==> src/rtl/fb_write_arbiter.sv <==
// fb_write_arbiter
// Arbitrates two pixel sources onto the write port of a double-buffered
// framebuffer. One requester owns a whole frame at a time; its pixels are
// written into the back page (~display_page). Once the frame's last pixel is
// written, the pages swap on the next scan-out vertical blank. An owner that
// stays idle for TIMEOUT consecutive grant cycles loses the grant.
//
// Ports:
//   pixclk, reset            clock, asynchronous active-high reset
//   reqN_valid/addr/rgb/last requester N pixel stream (N = 0, 1)
//   reqN_ready               requester N pixel accepted when valid
//   vblank                   one-cycle end-of-displayed-frame pulse
//   fb_we/fb_addr/fb_data    registered framebuffer write port
//   display_page             page currently scanned out
//   owner                    current/last granted requester
//   swap_pending             frame complete, waiting for vblank
//   swap_done                one-cycle pulse on page swap
//   abort                    one-cycle pulse on timeout revoke
module fb_write_arbiter #(
  parameter int ADDR_W  = 9,
  parameter int DATA_W  = 24,
  parameter int TIMEOUT = 1023
) (
  input  logic              pixclk,
  input  logic              reset,
  input  logic              req0_valid,
  input  logic [ADDR_W-1:0] req0_addr,
  input  logic [DATA_W-1:0] req0_rgb,
  input  logic              req0_last,
  output logic              req0_ready,
  input  logic              req1_valid,
  input  logic [ADDR_W-1:0] req1_addr,
  input  logic [DATA_W-1:0] req1_rgb,
  input  logic              req1_last,
  output logic              req1_ready,
  input  logic              vblank,
  output logic              fb_we,
  output logic [ADDR_W:0]   fb_addr,
  output logic [DATA_W-1:0] fb_data,
  output logic              display_page,
  output logic              owner,
  output logic              swap_pending,
  output logic              swap_done,
  output logic              abort
);

  // Counter only needs to count up to TIMEOUT-1; reaching that value on an
  // idle cycle is the TIMEOUT-th idle cycle.
  localparam int CNT_W = (TIMEOUT > 1) ? $clog2(TIMEOUT) : 1;
  localparam logic [CNT_W-1:0] CNT_LAST = CNT_W'((TIMEOUT > 0) ? TIMEOUT - 1 : 0);

  typedef enum logic [1:0] {IDLE, GRANT, WAIT_SWAP} state_t;

  state_t            state, state_next;
  logic              owner_next, page_next;
  logic [CNT_W-1:0]  cnt, cnt_next;
  logic              fb_we_next, swap_done_next, abort_next;
  logic [ADDR_W:0]   fb_addr_next;
  logic [DATA_W-1:0] fb_data_next;

  logic              sel_valid, sel_last, accept;
  logic [ADDR_W-1:0] sel_addr;
  logic [DATA_W-1:0] sel_rgb;

  assign req0_ready   = (state == GRANT) && !owner;
  assign req1_ready   = (state == GRANT) && owner;
  assign swap_pending = (state == WAIT_SWAP);

  assign sel_valid = owner ? req1_valid : req0_valid;
  assign sel_addr  = owner ? req1_addr  : req0_addr;
  assign sel_rgb   = owner ? req1_rgb   : req0_rgb;
  assign sel_last  = owner ? req1_last  : req0_last;
  assign accept    = (state == GRANT) && sel_valid;

  always_ff @(posedge pixclk or posedge reset) begin
    if (reset) begin
      state        <= IDLE;
      owner        <= 1'b1;
      display_page <= 1'b0;
      cnt          <= '0;
      fb_we        <= 1'b0;
      fb_addr      <= '0;
      fb_data      <= '0;
      swap_done    <= 1'b0;
      abort        <= 1'b0;
    end else begin
      state        <= state_next;
      owner        <= owner_next;
      display_page <= page_next;
      cnt          <= cnt_next;
      fb_we        <= fb_we_next;
      fb_addr      <= fb_addr_next;
      fb_data      <= fb_data_next;
      swap_done    <= swap_done_next;
      abort        <= abort_next;
    end
  end

  always_comb begin
    state_next     = state;
    owner_next     = owner;
    page_next      = display_page;
    cnt_next       = '0;
    fb_we_next     = 1'b0;
    fb_addr_next   = fb_addr;
    fb_data_next   = fb_data;
    swap_done_next = 1'b0;
    abort_next     = 1'b0;
    unique case (state)
      IDLE: begin
        // Tie goes to the requester that did not own the previous grant.
        if (req0_valid && req1_valid) begin
          owner_next = ~owner;
          state_next = GRANT;
        end else if (req0_valid) begin
          owner_next = 1'b0;
          state_next = GRANT;
        end else if (req1_valid) begin
          owner_next = 1'b1;
          state_next = GRANT;
        end
      end
      GRANT: begin
        if (accept) begin
          fb_we_next   = 1'b1;
          fb_addr_next = {~display_page, sel_addr};
          fb_data_next = sel_rgb;
          if (sel_last) state_next = WAIT_SWAP;
        end else if (TIMEOUT > 0) begin
          if (cnt == CNT_LAST) begin
            abort_next = 1'b1;
            state_next = IDLE;
          end else begin
            cnt_next = cnt + CNT_W'(1);
          end
        end
      end
      WAIT_SWAP: begin
        if (vblank) begin
          page_next      = ~display_page;
          swap_done_next = 1'b1;
          state_next     = IDLE;
        end
      end
      default: state_next = IDLE;
    endcase
  end

endmodule
==> config.mk <==
export PLATFORM = sky130hd
export DESIGN_NAME = fb_write_arbiter
export DESIGN_NICKNAME = d
export VERILOG_FILES = /design/src/rtl/fb_write_arbiter.sv
export SDC_FILE = /design/constraint.sdc
export NUM_CORES = 1
export LEC_CHECK = 0
export CAP_MARGIN = 30
export CORE_MARGIN = 5
export CORE_UTILIZATION = 44
export DETAILED_ROUTE_END_ITERATION = 8
export PLACE_DENSITY = 0.85
export REMOVE_ABC_BUFFERS = 1
export SYNTH_ARGS = -nofsm -noshare
export SYNTH_HDL_FRONTEND = slang
export SYNTH_SLANG_ARGS = --single-unit
==> constraint.sdc <==
create_clock -name pixclk -period 4.3 [get_ports pixclk]
set_input_delay 0.86 -clock pixclk [delete_from_list [all_inputs] [get_ports pixclk]]
set_output_delay 0.86 -clock pixclk [all_outputs]
set_load 0.005 [all_outputs]
==> results of run 1 <==
-- per-layer routing --
layer | wire (um) | global-route usage
met1 | 2570 | 0.219
met2 | 3290 | 0.319
met3 | 542 | 0.0491
met4 | 111 | 0.0576
met5 | 0 | 0
-- layout by cell type, fill, tap and decap left out, types with 2 or more instances in the layout --
| master | instances |
|---|---|
| nand4_1 | 3 |
| clkdlybuf4s50_1 | 114 |
| nand2b_1 | 2 |
| nand3_1 | 4 |
| clkbuf_8 | 6 |
| nor2b_1 | 3 |
| a21oi_1 | 4 |
| dfrtp_1 | 50 |
| buf_4 | 3 |
| nor3_1 | 4 |
| ha_1 | 2 |
| inv_1 | 4 |
| nor2_1 | 2 |
| or3_1 | 3 |
| a211oi_1 | 3 |
| nand2_1 | 4 |
| o21ai_0 | 43 |
| mux2_2 | 2 |
| inv_2 | 2 |
| o21ai_1 | 30 |
| mux2i_1 | 33 |
| and2_1 | 2 |
| xnor2_1 | 2 |
-- cells in the mapped netlist (4+ instances only) --
cell type,count
nand2_1,4
buf_2,5
nor3_1,4
clkbuf_1,6
inv_1,5
o21ai_1,30
o21ai_0,43
dfrtp_1,50
a21oi_1,4
mux2i_1,33
nand3_1,4
-- power groups by stage --
stage	Clock, mW	Sequential (mW)	Combinational [mW]
4_1_cts	0.357	0.807	1.08
2_1_floorplan	0	0.850	0.422
3_5_place_dp	0	0.812	1.08
5_1_grt	0.376	0.834	1.18
6_report	0.351	0.806	1.07
3_3_place_gp	0	0.807	1.03
-- worst max-delay path, cell delays in order, from the launching register on --
cell and delay, ns:
dfstp_2 0.81, buf_4 0.45, nor2_1 0.11, clkdlybuf4s50_1 0.46
-- kinds of logic after synthesis --
| kind of cell | after synthesis | share of synthesized area |
|---|---|---|
| compound gates | 86 | 0.188 |
| flops | 51 | 0.523 |
| xor+xnor | 3 | 0.0108 |
| buf+inv | 22 | 0.0486 |
| fa+ha+maj | 2 | 0.0102 |
| simple gates | 30 | 0.0691 |
| mux | 36 | 0.150 |
-- area by class of cell --
type,instances,share of cell area
Sequential cell,51,0.340
Timing Repair Buffer,119,0.319
Multi-Input combinational cell,157,0.279
Tap cell,72,0.0240
Clock buffer,6,0.0220
Clock inverter,2,0.0103
Inverter,6,0.00599
-- worst max-delay path by stage --
stage / startpoint / endpoint / slack, ns / cells after the start
after global routing: owner / req0_ready / 1.15 / 3
after floorplan: owner / state[1] / 1.16 / 4
after CTS: owner / req0_ready / 1.27 / 3
final: owner / req0_ready / 1.29 / 3
after global placement: req0_valid / fb_data[5] / 1.32 / 6
after detailed placement: req1_valid / fb_data[4] / 1.21 / 6
-- flip-flops by register name (all words and copies together) (netlist names) --
register / flops
swap_done: 1
display_page: 1
fb_addr: 10
fb_data: 24
cnt: 10
fb_we: 1
owner: 1
state: 2
abort: 1
-- metrics by stage --
stage / hold WS [ns] / cells / cell area, um2 / util
floorplan: 0.485 / 214 / 2350 / -
global placement: 0.491 / 403 / 3600 / 0.662
detailed placement: 0.498 / 405 / 3640 / 0.669
CTS: 0.523 / 413 / 3760 / 0.691
global route: 0.549 / 413 / 3760 / 0.691
finish: 0.520 / 413 / 3760 / 0.691
==> flow_metrics.py, run 1 <==
metrics = {
    "clock_network": {
        "cts_sinks": 51,
        "cts_setup_buffers": 0,
        "cts_tree": "built",
        "numCtsBuffers": 5,
        "clock_path_buffers": 2,
        "cts_resized": 0,
        "holdBufCountCts": 0,
        "insertion_delay_ns": 0.31,
        "clk_pin_slew_ns": 0.09,
        "htree_levels": 2,
        "cts_root_buffer": "clkbuf_8",
    },
    "job": {
        "drv_cap": 0,
    },
    "setup_path": {
        "r2r-end": "fb_data[4]",
        "required_ns": 3.44,
        "r2r_slack_ns": 1.69,
        "timing.rr.start": "owner",
        "endpoint_kind": "output port",
        "start_kind": "flip-flop",
        "reg2reg_depth": 5,
        "arrival_ns": 2.15,
        "worstSetupPathType": "reg -> out",
        "critPathMaxFanout": 27,
    },
    "timing": {
        "fin_setup_tns_ns": 0,
        "timing.final.crit_share": 0.699,
        "final-setup-viol-count": 0,
        "hold_viol": 0,
        "grt_setup_unrepaired": "no",
        "skew_ns": 0.00663,
        "maxSlewHeadroom": 0.508,
        "setup_ws_ns": 1.29,
        "slew_viol_final": 0,
        "worst_slew_pin_slew_ns": 0.738,
        "min_period_ns": 3.01,
        "fmax_mhz": 333,
    },
    "final_layout": {
        "fill_cells": 450,
        "seq_area_um2": 1280,
        "syn_to_final_growth_pct": 53.8,
        "multi_input_area_um2": 1050,
        "n_antenna_cell": 0,
        "fin_nets": 415,
        "drive_gt1_frac": 0.0616,
    },
    "die": {
        "die_y_um": 84.5,
        "initial_core_util": 0.449,
        "dieArea_um2": 7140,
        "fp-row-count": 27,
        "ioPinCount": 115,
        "fp.coreArea_um2": 5440,
        "fp.dieW_um": 84.5,
    },
    "routing": {
        "firstDrtPassIters": 4,
        "drt-initial-drc-count": 145,
        "ant_nets": 0,
        "avgRoutedWirePerCell_um": 15.8,
        "num_vias": 2179,
        "post-route-drc-count": 0,
        "wl_um": 6510,
        "viasPerCell": 5.28,
    },
    "global_routing": {
        "grt_pass1_wl_um": 10600,
        "grt_usage": 0.183,
        "grt_max_degree": 37,
        "grt_pass1_vias": 2229,
        "globalRoute.totalOverflow": 0,
        "grt_antenna_before_repair": 0,
    },
    "pwr": {
        "switching_share": 0.342,
        "pwr-share-clk": 0.158,
        "power_density_nw_per_um2": 591,
        "p_leak_nw": 1.58,
        "peakVddDrop_uv": 483,
        "power_mw": 2.22,
        "pwr-share-seq": 0.363,
        "p_int_mw": 1.46,
        "p_sw_mw": 0.760,
        "combPwrFrac": 0.480,
    },
    "synth": {
        "synth_top_area_cell": "dfrtp_1",
        "synth.distinct_cells": 36,
        "avgSynthCellArea_um2": 10.6,
        "yosysSeqAreaShare": 0.523,
        "ys_seq_elements": 51,
        "ys.flop_type": "dfrtp_1",
        "synth_edf_count": 0,
        "yosys_warnings": 0,
        "synth_top_cell_area_share": 0.512,
        "async_reset_ff_frac": 1.00,
        "synthesis.area_um2": 2440,
        "synth_cells": 230,
        "synth_area_leaders": "dfrtp_1 (51%), mux2i_1 (14%), o21ai_0 (8.8%), o21ai_1 (6.1%), buf_6 (1.4%)",
    },
    "placed_design": {
        "place.gp.congestion": 0.788,
        "post-dp-hpwl_um": 4990,
        "numPortBuffers": 114,
        "post-place-ws_ns": 1.21,
    },
    "min_path": {
        "min_to": "fb_data[18]",
        "whs_path_depth": 2,
        "hp-start": "fb_data[18]",
        "min_path_type": "reg -> reg",
    },
    "status": {
        "outcome": "finished clean",
    },
}
Power figures use the tool's default switching activity.
==> run 2, diff against run 1 <==
--- a/config.mk
+++ b/config.mk
@@ -7,9 +7,9 @@
 export LEC_CHECK = 0
 export CAP_MARGIN = 30
 export CORE_MARGIN = 5
-export CORE_UTILIZATION = 44
+export CORE_UTILIZATION = 41
 export DETAILED_ROUTE_END_ITERATION = 8
-export PLACE_DENSITY = 0.85
+export PLACE_DENSITY = 0.8
 export REMOVE_ABC_BUFFERS = 1
 export SYNTH_ARGS = -nofsm -noshare
 export SYNTH_HDL_FRONTEND = slang
==> constraint.sdc (replaced) <==
create_clock -name pixclk -period 2.87 [get_ports pixclk]
set_input_delay 0.574 -clock pixclk [delete_from_list [all_inputs] [get_ports pixclk]]
set_output_delay 0.574 -clock pixclk [all_outputs]
set_load 0.005 [all_outputs]
==> run 2 against run 1 <==
Effect of this change:
- cell count rose by 1.2%
- core utilization fell by 4.6 points
- register-to-register slack worse by 0.88 ns
- count of clock-buffer cells in the layout down 1
- via count grew 0.69%
- largest power group unchanged
- worst hold slack worse by 0.0089 ns
- die area increased by 6.4%
- sequential share of layout area fell by 0.12 points
- worst setup slack lost 0.85 ns
- total power grew 53%
- critical path depth fell by 1
==> flow_metrics.py, run 2 (synthesized netlist as in run 1, its figures left out) <==
metrics = {
    "final_layout": {
        "postLayoutCoreUtil": 0.645,
        "drive_gt1_frac": 0.0671,
        "n_antenna_cell": 0,
        "top_register": "fb_data",
        "fin_area_um2": 3770,
        "mostFrequentLayoutCells": "clkdlybuf4s50_1 (114), dfrtp_1 (50), o21ai_0 (43)",
        "reg_top3": "fb_data x24, cnt x10, fb_addr x10",
        "final_cells": 418,
        "largest_reg_flops": 24,
        "fin_nets": 417,
        "syn_to_final_growth_pct": 54.3,
        "layout_commonest_cell": "clkdlybuf4s50_1",
    },
    "clock_network": {
        "cts_setup_buffers": 0,
        "clock_path_buffers": 2,
        "insertion_delay_ns": 0.30,
        "cts_sinks": 51,
        "cts_tree": "built",
        "clk_pin_slew_ns": 0.09,
        "holdBufCountCts": 0,
        "htree_levels": 2,
        "cts_resized": 0,
        "numCtsBuffers": 5,
        "cts_root_buffer": "clkbuf_8",
    },
    "setup_path": {
        "start_kind": "flip-flop",
        "reg2reg_depth": 4,
        "endpoint_kind": "output port",
        "critPathMaxFanout": 18,
        "r2r_slack_ns": 0.81,
        "timing.rr.start": "owner",
        "worstSetupPathType": "reg -> out",
        "r2r-end": "fb_data[4]",
        "required_ns": 2.30,
        "arrival_ns": 1.85,
    },
    "die": {
        "dieArea_um2": 7600,
        "fp.dieW_um": 87.2,
        "fp-row-count": 28,
        "die_y_um": 87.2,
        "fp.coreArea_um2": 5850,
        "ioPinCount": 115,
        "initial_core_util": 0.418,
    },
    "routing": {
        "post-route-drc-count": 0,
        "wl_um": 6610,
        "num_vias": 2194,
        "drt-initial-drc-count": 118,
        "ant_nets": 0,
        "avgRoutedWirePerCell_um": 15.8,
        "viasPerCell": 5.25,
        "firstDrtPassIters": 4,
    },
    "timing": {
        "fin_setup_tns_ns": 0,
        "grt_setup_unrepaired": "no",
        "fmax_mhz": 413,
        "final-setup-viol-count": 0,
        "maxSlewHeadroom": 0.596,
        "timing.final.crit_share": 0.844,
        "min_period_ns": 2.42,
        "hold_viol": 0,
        "worst_slew_pin_slew_ns": 0.603,
        "skew_ns": 0.00486,
        "setup_ws_ns": 0.448,
        "slew_viol_final": 0,
    },
    "pwr": {
        "power_density_nw_per_um2": 899,
        "peakVddDrop_uv": 642,
        "p_leak_nw": 1.59,
    },
    "status": {
        "outcome": "finished clean",
    },
    "placed_design": {
        "post-place-ws_ns": 0.683,
        "place.gp.congestion": 0.872,
        "placed_cell_area_um2": 3630,
        "post-dp-hpwl_um": 4980,
        "numPortBuffers": 114,
        "place_inst": 410,
    },
    "min_path": {
        "min_to": "display_page",
        "hp-start": "display_page",
        "min_path_type": "reg -> reg",
        "whs_path_depth": 1,
    },
    "global_routing": {
        "grt_pass1_wl_um": 10400,
        "globalRoute.totalOverflow": 0,
        "grt_pass1_vias": 2193,
        "grt_antenna_before_repair": 0,
        "grt_max_degree": 35,
        "grt_usage": 0.174,
    },
    "job": {
        "drv_cap": 0,
    },
}
run 2: metrics by stage:
step,total power [mW],hold WS (ns)
floorplan,1.91,0.485
global placement,2.80,0.488
detailed placement,2.85,0.499
CTS,3.44,0.517
global route,3.63,0.539
finish,3.39,0.511
run 2: final cells by class:
type,instances,area [um2]
Sequential cell,51,1280
Clock buffer,5,68.8
Inverter,6,22.5
Clock inverter,3,67.6
Timing Repair Buffer,121,1190
Fill cell,492,2080
Tap cell,75,93.8
Multi-Input combinational cell,157,1050
run 2: worst max path at each step:
stage	cells after the start	startpoint	slack [ns]	endpoint
2_1_floorplan	4	owner	-0.27	state[1]
3_3_place_gp	5	req0_valid	0.76	fb_data[6]
3_5_place_dp	5	req1_valid	0.68	fb_data[4]
4_1_cts	2	owner	0.42	req1_ready
5_1_grt	2	owner	0.35	req1_ready
6_report	2	owner	0.45	req1_ready
run 2: metal layers:
layer	wire length (um)	up-vias	global-route usage
li1	-	1058	-
met1	2560	1043	0.214
met2	3290	83	0.288
met4	91	0	0.0642
met3	673	10	0.0549
met5	0	-	0
run 2: report_power, final:
group | internal [mW] | total [mW] | switching (mW)
Combinational | 0.892 | 1.60 | 0.707
Sequential | 1.01 | 1.21 | 0.201
Clock | 0.347 | 0.583 | 0.236
Total | 2.25 | 3.39 | 1.14
run 2: critical path: stages (launching register included):
cell             delay (ns)
dfstp_2                0.84
and2_1                 0.20
clkdlybuf4s50_1        0.51
